## config.mk

```make
export PLATFORM = sky130hd
export DESIGN_NAME = nco_sweep_ctrl
export DESIGN_NICKNAME = d
export VERILOG_FILES = /design/src/rtl/nco_sweep_ctrl.sv
export SDC_FILE = /design/constraint.sdc
export NUM_CORES = 1
export LEC_CHECK = 0
export BUFFER_PORTS_ARGS = -buffer_cell sky130_fd_sc_hd__buf_4
export CORE_ASPECT_RATIO = 0.7
export CORE_UTILIZATION = 45
export DETAILED_ROUTE_END_ITERATION = 8
export PLACE_DENSITY = 0.67
export SLEW_MARGIN = 10
export SYNTH_ARGS = -nofsm -noshare
export SYNTH_HDL_FRONTEND = slang
export SYNTH_SLANG_ARGS = --single-unit
```

## constraint.sdc

```tcl
create_clock -name clk -period 6.4 [get_ports clk]
set_input_delay 1.28 -clock clk [delete_from_list [all_inputs] [get_ports clk]]
set_output_delay 1.28 -clock clk [all_outputs]
set_load 0.01 [all_outputs]
```

## src/rtl/nco_sweep_ctrl.sv

```systemverilog
// Stepped-frequency sweep sequencer for the NCO: steps phi_inc, waits out NCO
// latency per step, then qualifies a dwell window of valid samples.
module nco_sweep_ctrl #(
  parameter int PHI_W   = 32,
  parameter int CNT_W   = 16,
  parameter int NCO_LAT = 8
) (
  input  logic             clk,
  input  logic             reset,
  input  logic             start,
  input  logic             abort,
  input  logic [PHI_W-1:0] cfg_phi_start,
  input  logic [PHI_W-1:0] cfg_phi_step,
  input  logic [CNT_W-1:0] cfg_num_steps,
  input  logic [CNT_W-1:0] cfg_dwell,
  input  logic             nco_out_valid,
  output logic [PHI_W-1:0] phi_inc_o,
  output logic             nco_clken,
  output logic             busy,
  output logic             seg_valid,
  output logic [CNT_W-1:0] step_idx,
  output logic             done
);

  typedef enum logic [1:0] {IDLE, SETTLE, DWELL, DONE} state_e;

  state_e           state_q, state_d;
  logic [CNT_W-1:0] cnt_q, cnt_d;
  logic [CNT_W-1:0] last_q, last_d;
  logic [CNT_W-1:0] dwell_q, dwell_d;
  logic [CNT_W-1:0] idx_q, idx_d;
  logic [PHI_W-1:0] inc_q, inc_d;
  logic [PHI_W-1:0] phi_q, phi_d;
  logic             busy_q, busy_d;
  logic             seg_q, seg_d;
  logic             done_q, done_d;
  logic             settle_end, dwell_end, last_step;

  assign settle_end = (cnt_q == CNT_W'(NCO_LAT - 1));
  assign dwell_end  = (cnt_q == dwell_q - CNT_W'(1));
  assign last_step  = (idx_q == last_q);

  always_ff @(posedge clk) begin
    if (reset) begin
      state_q <= IDLE;
      cnt_q   <= '0;
      last_q  <= '0;
      dwell_q <= '0;
      idx_q   <= '0;
      inc_q   <= '0;
      phi_q   <= '0;
      busy_q  <= 1'b0;
      seg_q   <= 1'b0;
      done_q  <= 1'b0;
    end else begin
      state_q <= state_d;
      cnt_q   <= cnt_d;
      last_q  <= last_d;
      dwell_q <= dwell_d;
      idx_q   <= idx_d;
      inc_q   <= inc_d;
      phi_q   <= phi_d;
      busy_q  <= busy_d;
      seg_q   <= seg_d;
      done_q  <= done_d;
    end
  end

  always_comb begin
    state_d = state_q;
    unique case (state_q)
      IDLE:   if (start && !abort) state_d = SETTLE;
      SETTLE: if (abort) state_d = IDLE;
              else if (settle_end) state_d = DWELL;
      DWELL:  if (abort) state_d = IDLE;
              else if (dwell_end) state_d = last_step ? DONE : SETTLE;
      DONE:   state_d = IDLE;
    endcase
  end

  // Outputs are registered from the next state so they line up with it.
  always_comb begin
    cnt_d   = (state_d == state_q) ? cnt_q + CNT_W'(1) : '0;
    last_d  = last_q;
    dwell_d = dwell_q;
    idx_d   = idx_q;
    inc_d   = inc_q;
    phi_d   = phi_q;
    if (state_q == IDLE && state_d == SETTLE) begin
      last_d  = (cfg_num_steps == '0) ? '0 : cfg_num_steps - CNT_W'(1);
      dwell_d = (cfg_dwell == '0) ? CNT_W'(1) : cfg_dwell;
      inc_d   = cfg_phi_step;
      phi_d   = cfg_phi_start;
      idx_d   = '0;
    end else if (state_q == DWELL && state_d == SETTLE) begin
      phi_d = phi_q + inc_q;
      idx_d = idx_q + CNT_W'(1);
    end
    busy_d = (state_d == SETTLE) || (state_d == DWELL);
    seg_d  = (state_d == DWELL) && nco_out_valid;
    done_d = (state_d == DONE);
  end

  assign phi_inc_o = phi_q;
  assign nco_clken = busy_q;
  assign busy      = busy_q;
  assign seg_valid = seg_q;
  assign step_idx  = idx_q;
  assign done      = done_q;

endmodule

```

==> results.sh <==
export IMPL_status="complete, no violations"
export IMPL_synth_fp_nets=1126
export IMPL_synthTopCellsByArea="dfxtp_1 34%, nand2_1 7.6%, ha_1 6.1%"
export IMPL_clkSlewWorstSetupHoldPaths_ns=0.06
export IMPL_seq_area_frac_synth=0.343
export IMPL_die_x_um=159
export IMPL_path_cells="inv_1, ha_1, nand4_2, or3_1, a221oi_2, nand4_1, or4_4, o21ai_1, o21a_1, nor2b_1, ha_1, nor2b_2, and2_1, and4_1, nor2b_1, and4_1, nand4_1, xor2_1, nor2_1"
export IMPL_grt_overflow=0
export IMPL_ant_nets=0
export IMPL_fin_skew_ns=0.0118
export IMPL_cts_setup_buffers=0
export IMPL_synth_edf_count=0
export IMPL_syn_avg_cell_area_um2=7.88
export IMPL_p_per_area_mw_per_mm2=244
export IMPL_final_cell_count_no_fill=1350
export IMPL_async_reset_ff_frac=0
export IMPL_dp_cells=1318
export IMPL_grt_pass1_vias=6857
export IMPL_timing_final_crit_share=0.782
export IMPL_vias=7440
export IMPL_cts_hold_buf=0
export IMPL_drc=0
export IMPL_rsz0062_at_grt="false"
export IMPL_fmax_mhz=200
export IMPL_drive_above_1_share=0.188
export IMPL_worstMarginPinSlew_ns=1.04
export IMPL_timing_final_hold_violations=0
export IMPL_ys_warn_count=0
export IMPL_cp_end_kind="register"
export IMPL_die_area_mm2=0.0178
export IMPL_cpPeakStageDelay_ns=0.57
export IMPL_drt_iter0_markers=703
export IMPL_grt_max_degree=75
export IMPL_slew_headroom=0.308
export IMPL_fin_util=0.586
export IMPL_cts_tree="done"
export IMPL_synth_most_common_cell="nand2_1"
export IMPL_fin_crit_ns=5.01
export IMPL_p_leak_uw=0.00412
export IMPL_finalPower_uw=2370
export IMPL_initial_core_util=0.468
export IMPL_num_antenna_cells=0
export IMPL_cp_max_fo=10
export IMPL_synth_common_cells="157 x nand2_1, 133 x dfxtp_1, 90 x nor2_1"
export IMPL_grt_pass1_wl_um=35600
export IMPL_worstPathRequired_ns=6.70
export IMPL_cts_buffer_depth=2
export IMPL_slowest_stage="or4_4"
export IMPL_syn_inst=986
export IMPL_vdd_drop_max_uv=168
export IMPL_fillers=1551
export IMPL_dp_hpwl_um=15800
export IMPL_synth_top_area_share=0.343
export IMPL_design_core_area_mm2=0.0166
export IMPL_drv_slew=0
export IMPL_wirelength_um=21900
export IMPL_nets=1252
export IMPL_critPathKind="reg2reg"
export IMPL_htreeDepth=4
export IMPL_die_h_um=112
export IMPL_clk_latency_ns=0.43
export IMPL_vias_per_cell=5.51
export IMPL_cts_root_buf="clkbuf_16"
export IMPL_drv_cap=0
export IMPL_ys_ff_latch=133
export IMPL_cts_sinks=133
export IMPL_antenna_found_initial=0
export IMPL_setup_viol=0
export IMPL_synth_ff_type="dfxtp_1"
export IMPL_wl_per_cell_um=16.2
export IMPL_track_usage=0.251
export IMPL_rows=39
export IMPL_gp_congestion=0.916
export IMPL_cp_start_kind="register"
export IMPL_cts_buffers=17
export IMPL_worstPathArrival_ns=5.31
export IMPL_synthToLayoutAreaGrowth_pct=25.0
export IMPL_ctsResizeCount=0
export IMPL_synth_cell_area_mm2=0.00777
export IMPL_firstDrtPassIters=5
export IMPL_setup_tns_ns=0
export IMPL_synth_top_area_cell="dfxtp_1"
export IMPL_ios=153
export IMPL_min_path_type="reg2reg"
export IMPL_portBuffers=152
export IMPL_synth_cell_type_count=69
## report_power, final
group | internal (uW) | switching, uW | total (uW)
logic | 166 | 196 | 362
registers | 868 | 38.7 | 907
clock network | 715 | 384 | 1100
## registers in the layout (all words and copies together) (netlist names)
register / count
inc_q: 32
phi_inc_o: 32
cnt_q: 16
dwell_q: 16
last_q: 16
step_idx: 16
state_q: 2
busy: 1
done: 1
seg_valid: 1
## critical path: cells and delay by family, from the launching register on
kind	cells	cell delay (ns)
compound gates	3	0.55
xor+xnor	1	0.18
fa+ha+maj	2	0.51
buf+inv	1	0.10
flops	1	0.34
simple gates	12	3.17
## per-stage QoR
step	setup slack [ns]	hold WS [ns]	cell area [um2]
finish	1.39	0.459	9710
CTS	1.43	0.461	9710
floorplan	1.96	0.440	7770
detailed placement	1.46	0.453	9060
global placement	1.68	0.449	9060
global route	0.961	0.477	9710
## per-layer routing
layer / wire length, um / vias up / share of wire / global-route usage
li1: - / 3749 / - / -
met1: 11400 / 3422 / 0.52 / 0.378
met2: 8690 / 250 / 0.40 / 0.349
met3: 1660 / 19 / 0.076 / 0.0652
met4: 176 / 0 / 0.0080 / 0.0615
met5: 0 / - / 0 / 0
## kinds of logic (layout without fill, tap and decap cells)
logic type | count (synthesis) | in the layout | synth area share
compound gates | 236 | 236 | 0.194
xor+xnor | 91 | 91 | 0.103
fa+ha+maj | 39 | 39 | 0.0637
buf+inv | 74 | 213 | 0.0377
flops | 133 | 133 | 0.343
mux | 10 | 10 | 0.0132
simple gates | 403 | 403 | 0.246
## path summary, 6_finish.rpt
| check | start | to | slack, ns | depth (start not counted) |
|---|---|---|---|---|
| setup / recovery | dwell_q[0] | step_idx[13] | 1.39 | 19 |
| hold / removal | inc_q[26] | inc_q[26] | 0.46 | 2 |
| setup reg to reg | dwell_q[0] | step_idx[13] | 1.39 | 19 |
| hold reg to reg | inc_q[26] | inc_q[26] | 0.46 | 2 |
## cell usage in the layout, fill, tap and decap left out, types with 11 or more instances in the layout
cell       count
a21o_1        12
a21oi_1       77
a22o_1        12
and3_1        12
buf_4        160
clkbuf_16     17
dfxtp_1      133
ha_1          38
inv_1         20
nand2_1      157
nand3_1       28
nand4_1       12
nor2_1        88
nor3_1        25
nor4_1        17
o21ai_0       59
or3_1         11
xnor2_1       43
xor2_1        48
## layout make-up
cell class / instances / area (um2) / share of cell area
well taps: 225 / 282 / 0.0290
multi-input cells: 779 / 4830 / 0.497
clock inverters: 11 / 198 / 0.0204
inverters: 21 / 78.8 / 0.00811
repair buffers: 160 / 1200 / 0.124
flip-flops and latches: 133 / 2660 / 0.274
clock buffers: 21 / 460 / 0.0474
Note: power is estimated with default switching activity, not from simulation.
